--- src/rtl/ysyx_23060184_ifu.sv ---
// ysyx_23060184_ifu: multicycle instruction fetch over a valid/ready memory read port
module ysyx_23060184_ifu #(
  parameter int                 ADDR_W   = 32,
  parameter int                 DATA_W   = 32,
  parameter logic [ADDR_W-1:0]  RESET_PC = 32'h8000_0000,
  parameter logic [DATA_W-1:0]  ERR_INST = 32'h0000_0013
) (
  input  logic              clk,
  input  logic              reset,
  input  logic              npc_valid,
  input  logic [ADDR_W-1:0] npc,
  output logic              npc_ready,
  output logic              mem_arvalid,
  output logic [ADDR_W-1:0] mem_araddr,
  input  logic              mem_arready,
  input  logic              mem_rvalid,
  input  logic [DATA_W-1:0] mem_rdata,
  input  logic [1:0]        mem_rresp,
  output logic              mem_rready,
  output logic              inst_valid,
  output logic [DATA_W-1:0] inst,
  output logic [ADDR_W-1:0] inst_pc,
  input  logic              inst_ready,
  output logic              fetch_err
);
  typedef enum logic [2:0] {IDLE, AR, R, OUT, WNPC} state_t;
  state_t            state_q, state_d;
  logic [ADDR_W-1:0] pc_q, pc_d, pend_pc_q, pend_pc_d, inst_pc_q, inst_pc_d, araddr_q, araddr_d, tgt;
  logic [DATA_W-1:0] inst_q, inst_d;
  logic              pend_q, pend_d, err_q, err_d, go, npc_take;
  logic              arvalid_q, arvalid_d, rready_q, rready_d, ivalid_q, ivalid_d, nready_q, nready_d;
  // next-state logic; a redirect (go) sends a new PC to AR, or straight to an error OUT if misaligned
  always_comb begin
    state_d   = state_q;
    pc_d      = pc_q;
    pend_d    = pend_q;
    pend_pc_d = pend_pc_q;
    inst_d    = inst_q;
    inst_pc_d = inst_pc_q;
    err_d     = err_q;
    npc_take  = npc_valid && nready_q;
    go        = 1'b0;
    tgt       = pend_q ? pend_pc_q : npc;
    case (state_q)
      IDLE: begin
        go  = 1'b1;
        tgt = pc_q;
      end
      AR: state_d = mem_arready ? R : AR;
      R: if (mem_rvalid) begin
        inst_d    = (mem_rresp == 2'd0) ? mem_rdata : ERR_INST;
        inst_pc_d = pc_q;
        err_d     = |mem_rresp;
        state_d   = OUT;
      end
      OUT: begin
        if (npc_take) begin
          pend_d    = 1'b1;
          pend_pc_d = npc;
        end
        if (inst_ready) begin
          go      = pend_q || npc_take;
          pend_d  = 1'b0;
          state_d = WNPC;
        end
      end
      WNPC: go = npc_valid;
      default: state_d = IDLE;
    endcase
    if (go) begin
      pc_d    = tgt;
      state_d = |tgt[1:0] ? OUT : AR;
      if (|tgt[1:0]) begin
        inst_d    = ERR_INST;
        inst_pc_d = tgt;
        err_d     = 1'b1;
      end
    end
    arvalid_d = state_d == AR;
    araddr_d  = (state_d == AR) ? pc_d : '0;
    rready_d  = state_d == R;
    ivalid_d  = state_d == OUT;
    nready_d  = (state_d == OUT && !pend_d) || state_d == WNPC;
  end
  // state and registered outputs; reset returns everything to a quiet fetch-from-RESET_PC start
  always_ff @(posedge clk) begin
    if (reset) begin
      state_q   <= IDLE;
      pc_q      <= RESET_PC;
      pend_q    <= 1'b0;
      pend_pc_q <= '0;
      inst_q    <= '0;
      inst_pc_q <= '0;
      err_q     <= 1'b0;
      arvalid_q <= 1'b0;
      araddr_q  <= '0;
      rready_q  <= 1'b0;
      ivalid_q  <= 1'b0;
      nready_q  <= 1'b0;
    end else begin
      state_q   <= state_d;
      pc_q      <= pc_d;
      pend_q    <= pend_d;
      pend_pc_q <= pend_pc_d;
      inst_q    <= inst_d;
      inst_pc_q <= inst_pc_d;
      err_q     <= err_d;
      arvalid_q <= arvalid_d;
      araddr_q  <= araddr_d;
      rready_q  <= rready_d;
      ivalid_q  <= ivalid_d;
      nready_q  <= nready_d;
    end
  end
  assign mem_arvalid = arvalid_q;
  assign mem_araddr  = araddr_q;
  assign mem_rready  = rready_q;
  assign inst_valid  = ivalid_q;
  assign inst        = inst_q;
  assign inst_pc     = inst_pc_q;
  assign fetch_err   = err_q;
  assign npc_ready   = nready_q;
endmodule

--- config.mk ---
export PLATFORM = sky130hd
export DESIGN_NAME = ysyx_23060184_ifu
export DESIGN_NICKNAME = d
export VERILOG_FILES = /design/src/rtl/ysyx_23060184_ifu.sv
export SDC_FILE = /design/constraint.sdc
export NUM_CORES = 1
export LEC_CHECK = 0
export CORE_ASPECT_RATIO = 0.8
export CORE_UTILIZATION = 35
export DETAILED_ROUTE_END_ITERATION = 12
export SLEW_MARGIN = 25
export SYNTH_ARGS = -nofsm -noshare
export SYNTH_HDL_FRONTEND = slang
export SYNTH_SLANG_ARGS = --single-unit
--- constraint.sdc ---
create_clock -name clk -period 3.3 [get_ports clk]
set_input_delay 0.99 -clock clk [delete_from_list [all_inputs] [get_ports clk]]
set_output_delay 0.99 -clock clk [all_outputs]
set_load 0.005 [all_outputs]
== Word-level counts from Yosys, hierarchy flattened ==
Index checks and enable logic that the tools add are counted.

* Equality and inequality tests: 8
* Multiplexer cells: 27
* Bitwise operators: 1
* Reduce and logical (&&, ||, !) cells: 12

{| class="wikitable"
|+ Operators with widths
! kind !! number
|-
| two-way mux 32 bit || 12
|-
| equality test 3 x 2 -> 1 bit (second input constant) || 4
|-
| one-hot mux 3 bit (4 select lines) || 1
|-
| two-way mux 3 bit || 3
|-
| two-way mux 1 bit || 8
|-
| OR reduction 2 bit || 4
|-
| equality test 3 x 1 -> 1 bit (second input constant) || 2
|-
| equality test 3 bit (second input constant) || 2
|-
| two-way mux 2 bit || 2
|-
| zero test 3 bit || 1
|-
| one-hot mux 1 bit (3 select lines) || 1
|-
| logical AND 1 bit || 2
|-
| zero test 2 bit || 1
|-
| logical OR 1 bit || 2
|-
| AND reduction 2 bit || 1
|-
| zero test 1 bit || 1
|-
| NOT 1 bit || 1
|}

* Register bits after elaboration: 169
* Input bits: 72
* Output and inout port bits: 101
* Logic and storage cells: 60

== Longest topological paths before layout ==
* Depth after elaboration: 8
* Gate-level depth with buffers: 9

== Worst setup path before layout ==
No wires, ideal clock.

* Path kind: input to register
* Start point: input npc_valid
* End point: register araddr_q[11] (netlist: mem_araddr[11])
* Library setup time: 65 ps
* Data arrival time: 2409 ps
* Slack: 826 ps
* Stages: 7
* Buffers on the path: 2
* Path through: a21oi_1 > o32ai_2 > o21a_2 > or4_4 > buf_6 > buf_6 > nor2_1

* Cells in the longest elaborated chain, start to end: 8
* Elaborated cells between the ends (all ways): 9
* Classes of those cells: 1 x eq/ne; 4 x mux; 1 x bitwise; 3 x reduce/logical

{| class="wikitable"
|+ Ends and longest elaborated chain
! item !! line !! source
|-
| start: declaration || 10 || <nowiki>input logic npc_valid,</nowiki>
|-
| logical AND 1 bit || 41 || <nowiki>npc_take = npc_valid && nready_q;</nowiki>
|-
| logical OR 1 bit || 62 || <nowiki>go = pend_q || npc_take;</nowiki>
|-
| two-way mux 1 bit || 61 || <nowiki>if (inst_ready) begin</nowiki>
|-
| one-hot mux 1 bit (3 select lines) (*) || 44 || <nowiki>case (state_q)</nowiki>
|-
| two-way mux 3 bit || 70 || <nowiki>if (go) begin</nowiki>
|-
| equality test 3 x 1 -> 1 bit || 80 || <nowiki>araddr_d = (state_d == AR) ? pc_d : '0;</nowiki>
|-
| NOT 1 bit (no line) || - ||
|-
| OR reduction 2 bit (no line) || - ||
|-
| end signal: assignment || 109 || <nowiki>araddr_q <= araddr_d;</nowiki>
|-
| end: declaration || 28 || <nowiki>logic [ADDR_W-1:0] pc_q, pc_d, pend_pc_q, pend_pc_d, inst_pc_q, inst_pc_d, araddr_q, araddr_d, tgt;</nowiki>
|}

Mark *: on every way between the ends. The rest lies on a longest branch, timed or not.
A chain may end at the register's enable or synchronous reset.

== Final worst setup path ==
* Start point: input npc_valid
* End point: register araddr_q[19] (netlist: mem_araddr[19])

Same word-level chain as after synthesis.

==> metrics.txt <==
category of the critical setup timing path primary input to flip-flop; antenna-violating nets left 0; starting utilization of the core area 0.363; number of buffers created by CTS 17; HPWL Detailed 13200 um; post-detailed-route wirelength per cell 16.3 um; final max-slew violation count 0; Hold Crit Class flip-flop to flip-flop; Least-Margin Pin Slew 0.611 ns; IO buf count 172; Power Total 8170 uW; postcts setup bufs 0; most frequent cell after synthesis sky130_fd_sc_hd__dfxtp_1; post-CTS clock slew at the launch and capture registers of the worst setup and hold paths 0.06 ns; Final Worst Setup Slack 0.545 ns; proportion of netlist area held by the largest area contributor 0.506; share of cells above drive strength 1 0.0746; vertical die dimension 126 um; number of antenna violations at the first check in global routing 0; unrepaired setup endpoints after global routing false; number of cells on the worst reg-to-reg path 5; number of warnings printed during yosys synthesis 0; CTS Buffer Depth 2; Layout Nets 1025; Overall Global Routing Usage 0.208; number of H-tree levels 4; Layout Cell Area excl Fill 0.00919 mm^2; count of final setup violators 0; final critical-path required period 2.76 ns; FF+latch count, synth 169; Finished Core Util 0.498; core outline area 0.0184 mm^2; post-synth cell types 37; cells taking the most area after synthesis sky130_fd_sc_hd__dfxtp_1 51%, sky130_fd_sc_hd__nand2_1 9.3%, sky130_fd_sc_hd__a21oi_1 7.8%; worst clock skew 0.00936 ns; run status completed; violation count after the first detailed-routing iteration 370; CTS hold repair buffers 0; total gr overflow 0; wire length of the first global-routing pass 31500 um; post-synthesis net count 881; fraction of met1 tracks used by global routing 0.305; worst max-slew margin expressed relative to the limit 0.593; maximum vdd drop 0.000387 V; CP Data Required Time 3.65 ns; critical register-to-register path endpoint mem_araddr[19]$_SDFF_PP0_; reported max-cap violation count 0; sequential element share of the synthesized area 0.506; launch point of the worst reg-to-reg path state_q[0]$_SDFF_PP0_; Pre-antenna DRT Iters 5; total negative setup slack 0 ns; number of vias per cell after detailed routing 5.08; dpl ws 0.140 ns; met2 layer usage reported by global route 0.302; number of sinks handled by clock tree synthesis 169; worst-skew pair later-pin latency 0.42 ns; total power divided by cell area 890 mW/mm^2; worst path arrival time 3.11 ns; flip-flop cell with the highest count after synthesis sky130_fd_sc_hd__dfxtp_1; highest net fanout along the worst path 31; count of boundary I/O pins 173; post-placement cell area 0.00864 mm^2; cell chosen for the clock root sky130_fd_sc_hd__clkbuf_16; residual DRC count 0; Syn Area/Cell 8.27 um^2; area grow syn2layout 37.4%; Worst Setup EP mem_araddr[19]$_SDFF_PP0_; CTS tree done; Chip Width 157 um; Std-Cell Rows 44; total vias in the final route 6192; Resized Gates After CTS 0; internal reg-to-reg setup slack 0.75 ns; number of enable-type register cells in the synthesized netlist 0; launching element type of the critical path primary input; number of cells produced by synthesis 809; Mapped Area 0.00669 mm^2; most frequent cells after synthesis 169 x sky130_fd_sc_hd__dfxtp_1, 165 x sky130_fd_sc_hd__nand2_1, 104 x sky130_fd_sc_hd__a21oi_1, 98 x sky130_fd_sc_hd__nor2_1, 55 x sky130_fd_sc_hd__clkbuf_1; sort of element at the end of the critical path flip-flop; via count of the first global-routing pass 5757; achievable clock frequency 363 MHz; Fin. Hold Viols 0; static leakage power 0.00310 uW; total wire length 19800 um; fraction of synthesis flops using an asynchronous set or reset pin 0; global route hottest layer met1; worst setup path start npc_valid; die footprint 0.0197 mm^2; worst hold stages 2; met3 track utilization from global routing 0.0513; final worst-path cycle share 0.835; pin count of the biggest net entering global routing 68; final weighted congestion of routability-driven global placement 0.801; cell accounting for the most synthesized area sky130_fd_sc_hd__dfxtp_1
-- layer usage --
metal	vias to the layer above	part of all wire
li1	3090	-
met1	2891	0.50
met2	194	0.42
met3	17	0.066
met4	0	0.0094
met5	-	0
-- area by class of cell --
| cell class | instances | area, um^2 |
|---|---|---|
| Sequential cell | 169 | 3380 |
| Fill cell | 1784 | 9260 |
| Timing Repair Buffer | 200 | 1940 |
| Clock buffer | 20 | 447 |
| Tap cell | 253 | 317 |
| Inverter | 5 | 18.8 |
| Antenna cell | 1 | 2.50 |
| Multi-Input combinational cell | 560 | 2980 |
| Clock inverter | 11 | 98.8 |
-- through the flow --
stage          hold WS (ns)  instances
3_5_place_dp          0.444       1187
4_1_cts               0.454       1218
2_1_floorplan         0.433        809
6_report              0.453       1219
3_3_place_gp          0.438       1187
5_1_grt               0.470       1218
-- placed cells by master, fill, tap and decap left out, types with 2 or more instances in the layout --
cell type	n
sky130_fd_sc_hd__a311oi_1	29
sky130_fd_sc_hd__nand3_1	31
sky130_fd_sc_hd__buf_4	28
sky130_fd_sc_hd__nor3_2	2
sky130_fd_sc_hd__nor2_1	97
sky130_fd_sc_hd__nor2b_1	2
sky130_fd_sc_hd__dfxtp_1	168
sky130_fd_sc_hd__or3_1	2
sky130_fd_sc_hd__clkinv_4	2
sky130_fd_sc_hd__mux2_2	3
sky130_fd_sc_hd__clkinvlp_4	3
sky130_fd_sc_hd__clkinv_2	4
sky130_fd_sc_hd__clkbuf_16	17
sky130_fd_sc_hd__clkdlybuf4s50_1	171
sky130_fd_sc_hd__a221oi_1	28
sky130_fd_sc_hd__nand2b_1	5
sky130_fd_sc_hd__clkbuf_1	2
sky130_fd_sc_hd__a21oi_1	104
sky130_fd_sc_hd__o21ai_0	4
sky130_fd_sc_hd__mux2i_1	34
sky130_fd_sc_hd__inv_1	5
sky130_fd_sc_hd__nand3b_1	3
sky130_fd_sc_hd__nand2_1	165
sky130_fd_sc_hd__nor3_1	33
-- worst min path at each step --
| stage | startpoint | end |
|---|---|---|
| after floorplan | pend_pc_q[31]$_SDFFE_PP0P_ | pend_pc_q[31]$_SDFFE_PP0P_ |
| final | inst[2]$_SDFF_PP0_ | inst[2]$_SDFF_PP0_ |
| after CTS | inst[28]$_SDFF_PP0_ | inst[28]$_SDFF_PP0_ |
| after global routing | pend_pc_q[7]$_SDFFE_PP0P_ | pend_pc_q[7]$_SDFFE_PP0P_ |
| after detailed placement | inst[28]$_SDFF_PP0_ | inst[28]$_SDFF_PP0_ |
| after global placement | inst[18]$_SDFF_PP0_ | inst[18]$_SDFF_PP0_ |
-- kinds of logic (layout without fill, tap and decap cells) --
logic type	count (synthesis)	in the layout	synth area share
AO/OA/AOI/OAI	173	173	0.166
buffers and inverters	80	236	0.0526
flip-flops	169	169	0.506
multiplexers	37	37	0.0559
other	0	1	0
AND/OR/NAND/NOR	350	350	0.219
-- state kept, by name, indices dropped and copies added (netlist names), 3 cells and up --
signal      flops
inst           32
inst_pc        32
mem_araddr     32
pc_q           32
pend_pc_q      32
state_q         3
-- critical path, stage by stage --
cell and delay, ns:
sky130_fd_sc_hd__clkdlybuf4s50_1 0.47, sky130_fd_sc_hd__a21oi_1 0.32, sky130_fd_sc_hd__o32ai_2 0.17, sky130_fd_sc_hd__o21a_2 0.19
sky130_fd_sc_hd__or4_4 0.76, sky130_fd_sc_hd__nor2_1 0.20
-- power by group --
part           switching (uW)  total (uW)  internal [uW]
sequential                359        2910           2550
combinational            1910        3390           1490
clock                     816        1870           1050
(Power assumes the default switching activity.)
==> variant 1 (config.mk and constraints unchanged) <==
`ADDR_W`: 32 -> 64.
--- a/src/rtl/ysyx_23060184_ifu.sv
+++ b/src/rtl/ysyx_23060184_ifu.sv
@@ -1,5 +1,5 @@
 // ysyx_23060184_ifu: multicycle instruction fetch over a valid/ready memory read port
 module ysyx_23060184_ifu #(
-  parameter int                 ADDR_W   = 32,
+  parameter int                 ADDR_W   = 64,
   parameter int                 DATA_W   = 32,
   parameter logic [ADDR_W-1:0]  RESET_PC = 32'h8000_0000,
Interface: changed (resized inst_pc, mem_araddr and npc); port bits go from 173 to 269. No check against the original RTL was run, so the function may have changed too.
==> variant 1 against the unedited design <==
  * Design area is 87% higher
  * Setup slack better by 63 ps
  * Count of clock-buffer cells in the layout is 31 higher
  * Core utilization is 2.0 points lower
  * Power is 100% higher
  * Wire length is 120% higher
  * Synthesized cell count is 86% higher
  * Worst hold slack worse by 3.3 ps
  * Sequential cell count is 128 higher
  * Clock power is 110% higher
  * Register-to-register slack worse by 140 ps
  * Synthesized area is 90% higher
  * Critical path type is now flip-flop to flip-flop
  * Critical endpoint is now mem_araddr[42]
==> variant 1: results (changes against the unedited design) <==
{| class="wikitable"
! Metric !! Value
|-
| First-iteration detailed-routing DRC count || 885 (+140%)
|-
| Met1 track demand over resource || 32.6% (+2.1 points)
|-
| Number of fillers in the final layout || 3392 (+90%)
|-
| Max Buffers Root-to-Sink || 3 (+1)
|-
| Hold slack final || 449 ps (-3.29 ps)
|-
| Net count reported at finish || 1791 (+75%)
|-
| Met3 Usage GRT || 3.98% (-1.2 points)
|-
| Most used standard cells in the synthesized netlist || 350 x sky130_fd_sc_hd__a21oi_1, 297 x sky130_fd_sc_hd__dfxtp_1, 287 x sky130_fd_sc_hd__nand2_1, 126 x sky130_fd_sc_hd__mux2i_1, 102 x sky130_fd_sc_hd__clkbuf_1
|-
| Status || finished, final reports clean
|-
| Total routing resource utilization after global routing || 23.3% (+2.6 points)
|-
| Top cells by area, synth || sky130_fd_sc_hd__dfxtp_1 47%, sky130_fd_sc_hd__a21oi_1 14%, sky130_fd_sc_hd__mux2i_1 9.9%, sky130_fd_sc_hd__nand2_1 8.5%, sky130_fd_sc_hd__o41ai_1 4.2%
|-
| Sequential area share after synthesis || 46.7% (-3.9 points)
|-
| Met2 layer usage reported by global route || 36.3% (+6.1 points)
|-
| Share of Yosys cell area claimed by the top area cell type || 46.7% (-3.9 points)
|-
| Number of nets produced by synthesis || 1608 (+83%)
|-
| Maximum resistive drop on vdd || 0.793 mV (+100%)
|-
| Crit path setup slack, layout || 607 ps (+63.0 ps)
|-
| Placer congestion estimate || 0.798 (-0.44%)
|-
| Number of cells in the design after placement || 2131 (+80%)
|-
| DRT met1 WL || 20.6 mm (+110%)
|-
| Pin count of the biggest net entering global routing || 139 (+100%)
|-
| Worst setup slack for register-to-register paths || 610 ps (-140 ps)
|-
| Wire per inst || 20.3 um (+25%)
|-
| DR vias || 12300 (+98%)
|-
| Routed wl met2 || 19.7 mm (+130%)
|-
| Largest driver fanout on the critical path || 51 (+65%)
|-
| Number of H-tree levels || 2 (-2)
|-
| Dpl cell area || 0.0160 mm2 (+85%)
|-
| Source-to-sink clock delay at the later pin of the worst-skew pair || 520 ps (+100 ps)
|-
| Vias per inst || 5.61 (+10%)
|-
| Total CTS buffers || 34 (+17)
|-
| Beginning of the worst hold path || inst[26]
|-
| Routed length on met3 || 2.76 mm (+110%)
|-
| Type of the setup path with the least slack || flip-flop to flip-flop
|-
| Antenna violations before repair || 4 (+4)
|-
| Number of standard cells after synthesis || 1504 (+86%)
|-
| Count of different cell masters after synthesis || 49 (+32%)
|}
variant 1: cell types whose count changed after synthesis, sizes merged, moves of 28 or more:
cell	delta
a21oi	+246
a221oi	-28
a311oi	-28
buf	+42
clkbuf	+47
dfxtp	+128
mux2i	+92
nand2	+122
nor2	-89
nor3	-31
nor4	+62
o211ai	+61
o41ai	+60
variant 1: power breakdown:
part           internal [uW]  switching, uW  leakage, uW
combinational           2980           4490      0.00301
sequential              4500            702      0.00242
clock                   2410           1520     0.000581
variant 1: how the worst min path moves through the flow:
| stage | endpoint | cells past startpoint |
|---|---|---|
| 6_report | inst[26] | 2 |
| 5_1_grt | pend_pc_q[57] | 2 |
| 4_1_cts | inst[19] | 2 |
| 3_5_place_dp | inst[19] | 2 |
| 3_3_place_gp | inst[20] | 2 |
| 2_1_floorplan | pend_pc_q[31] | 2 |
variant 1: worst max-delay path, stage by stage (launching register included):
cell and delay, ps:
sky130_fd_sc_hd__dfxtp_4 740, sky130_fd_sc_hd__or3_4 550, sky130_fd_sc_hd__and3_4 590, sky130_fd_sc_hd__buf_12 290, sky130_fd_sc_hd__o211ai_1 140, sky130_fd_sc_hd__a21oi_1 200
variant 1: cell type report:
class | count | area (um2) | share of cell area (%)
Multi-Input combinational cell | 1042 | 6200 | 36.1
Sequential cell | 297 | 5960 | 34.8
Timing Repair Buffer | 311 | 3220 | 18.7
Clock buffer | 51 | 1080 | 6.29
Tap cell | 480 | 601 | 3.50
Clock inverter | 7 | 88.8 | 0.518
Inverter | 1 | 5.00 | 0.0292
Antenna cell | 2 | 5.00 | 0.0292
variant 1: kinds of logic after synthesis:
logic type	after synthesis	share of synthesized area (%)
AO/OA/AOI/OAI	495	23.0
flip-flops	297	46.7
buffers and inverters	165	5.52
multiplexers	128	10.1
AND/OR/NAND/NOR	419	14.7
==> variant 2 (config.mk and constraints unchanged) <==
Made on the original files. Take the reset off `araddr_q` and load it in a clocked block of its own.
--- a/src/rtl/ysyx_23060184_ifu.sv
+++ b/src/rtl/ysyx_23060184_ifu.sv
@@ -94,5 +94,4 @@
       err_q     <= 1'b0;
       arvalid_q <= 1'b0;
-      araddr_q  <= '0;
       rready_q  <= 1'b0;
       ivalid_q  <= 1'b0;
@@ -107,9 +106,12 @@
       err_q     <= err_d;
       arvalid_q <= arvalid_d;
-      araddr_q  <= araddr_d;
       rready_q  <= rready_d;
       ivalid_q  <= ivalid_d;
       nready_q  <= nready_d;
     end
+  end
+
+  always_ff @(posedge clk) begin
+    araddr_q <= araddr_d;
   end
   assign mem_arvalid = arvalid_q;
Check against the original RTL: differs if reset is asserted again (counterexample within 4 cycles, from zero or initial values and one cycle with reset high); with reset held inactive, the same outputs for 10 cycles.
==> variant 2 against the unedited design <==
  * Setup slack better by 180 ps
  * Worst hold slack worse by 2.9 ps
  * Power is 7.8% higher
  * Sequential cell count stayed put
  * Design area is 4.8% higher
  * Wire length is 0.28% higher
  * Count of clock-buffer cells in the layout is 5 higher
  * Synthesized area is 5.0% higher
  * Critical endpoint is now mem_arvalid
  * Fmax is 7.2% higher
==> variant 2: results (changes against the unedited design) <==
{| class="wikitable"
! Metric !! Value
|-
| Data arrival, critical path || 2930 ps (-180 ps)
|-
| Top cells by area, synth || sky130_fd_sc_hd__dfxtp_1 48%, sky130_fd_sc_hd__nand2_1 10%, sky130_fd_sc_hd__a21oi_1 6.8%, sky130_fd_sc_hd__mux2_2 5.0%, sky130_fd_sc_hd__mux2i_1 4.6%
|-
| Vias in the first global route || 6004 (+4.3%)
|-
| Largest stage delay on the critical path || 480 ps (-280 ps)
|-
| Worst reg2reg endpoint || mem_arvalid
|-
| Multi-input gate share of total cell area || 34.6% (+2.2 points)
|-
| Vias per inst || 4.97 (-2.2%)
|-
| Hold slack final || 450 ps (-2.94 ps)
|-
| Most used standard cells in the synthesized netlist || 194 x sky130_fd_sc_hd__nand2_1, 169 x sky130_fd_sc_hd__dfxtp_1, 95 x sky130_fd_sc_hd__a21oi_1, 65 x sky130_fd_sc_hd__nor2_1, 47 x sky130_fd_sc_hd__clkbuf_1
|-
| Number of fillers in the final layout || 1843 (+3.3%)
|-
| Diode insertion count for antenna repair || 0 (-1)
|-
| Number of nets produced by synthesis || 895 (+1.6%)
|-
| Largest delay contributor family on the critical path || compound AO/OA/AOI/OAI gates
|-
| Post-DP HPWL || 13.4 mm (+2.0%)
|-
| DRT met1 WL || 9.72 mm (-2.0%)
|-
| Tightest Pin Transition || 573 ps (-38.0 ps)
|-
| Register share of the cell area || 35.2% (-1.7 points)
|-
| Beginning of the worst hold path || inst[14]
|-
| Routed wl met2 || 8.52 mm (+1.1%)
|-
| Relative area of clock buffers and inverters in the final design || 6.41% (+0.47 points)
|-
| First-iteration detailed-routing DRC count || 347 (-6.2%)
|-
| Pin count of the biggest net entering global routing || 42 (-38%)
|-
| Routed length on met3 || 1.39 mm (+6.3%)
|-
| # clk buffers || 25 (+25%)
|-
| End point of the most critical hold path || inst[14]
|-
| First-pass GRT wire length || 32.0 mm (+1.5%)
|-
| Largest driver fanout on the critical path || 9 (-71%)
|-
| Count of different cell masters after synthesis || 36 (-2.7%)
|-
| Crit-path slowest cell || sky130_fd_sc_hd__clkdlybuf4s50_1
|-
| Total routing resource utilization after global routing || 19.8% (-0.95 points)
|-
| Dpl cell area || 0.00901 mm2 (+4.3%)
|-
| Status || finished, final reports clean
|-
| Ratio of cells with drive above 1 in the final layout || 14.1% (+6.7 points)
|}
==> variant 2: cell count changes in the layout (fill, tap and decap cells not counted), moves of 5 or more <==
| cell | delta |
|---|---|
| sky130_fd_sc_hd__nor2_1 | -34 |
| sky130_fd_sc_hd__and3_1 | +32 |
| sky130_fd_sc_hd__nor3_1 | -32 |
| sky130_fd_sc_hd__a211oi_1 | +29 |
| sky130_fd_sc_hd__a311oi_1 | -29 |
| sky130_fd_sc_hd__o21ai_2 | +29 |
| sky130_fd_sc_hd__mux2_2 | +28 |
| sky130_fd_sc_hd__nand2_1 | +28 |
| sky130_fd_sc_hd__a221oi_1 | -27 |
| sky130_fd_sc_hd__a21oi_2 | +11 |
| sky130_fd_sc_hd__a21oi_1 | -9 |
| sky130_fd_sc_hd__buf_4 | -5 |
==> variant 2: worst min-delay path: stages, from the launching register on <==
cell and delay (ps):
sky130_fd_sc_hd__dfxtp_1 310, sky130_fd_sc_hd__nand2_1 50, sky130_fd_sc_hd__a21oi_1 50
==> variant 2: worst max path at each step <==
stage                           from             to  depth (start not counted)
after global placement    mem_rvalid  mem_araddr[6]                          7
after floorplan            npc_valid    inst_pc[26]                          7
after CTS                 mem_rvalid    mem_arvalid                          7
after global routing      mem_rvalid    mem_arvalid                          7
after detailed placement  mem_rvalid    mem_arvalid                          7
final                     mem_rvalid    mem_arvalid                          7
==> variant 2: cell families (layout without fill, tap and decap cells) <==
kind of cell	count (synthesis)	in the layout	share of synthesized area, %
simple gates	340	340	21.1
flops	169	169	48.2
mux	63	63	9.54
buf+inv	71	231	4.71
compound gates	180	180	16.5
==> variant 2: power breakdown <==
group | switching, uW | internal [uW]
clock network | 805 | 1290
registers | 396 | 2620
logic | 1900 | 1790
total | 3110 | 5700
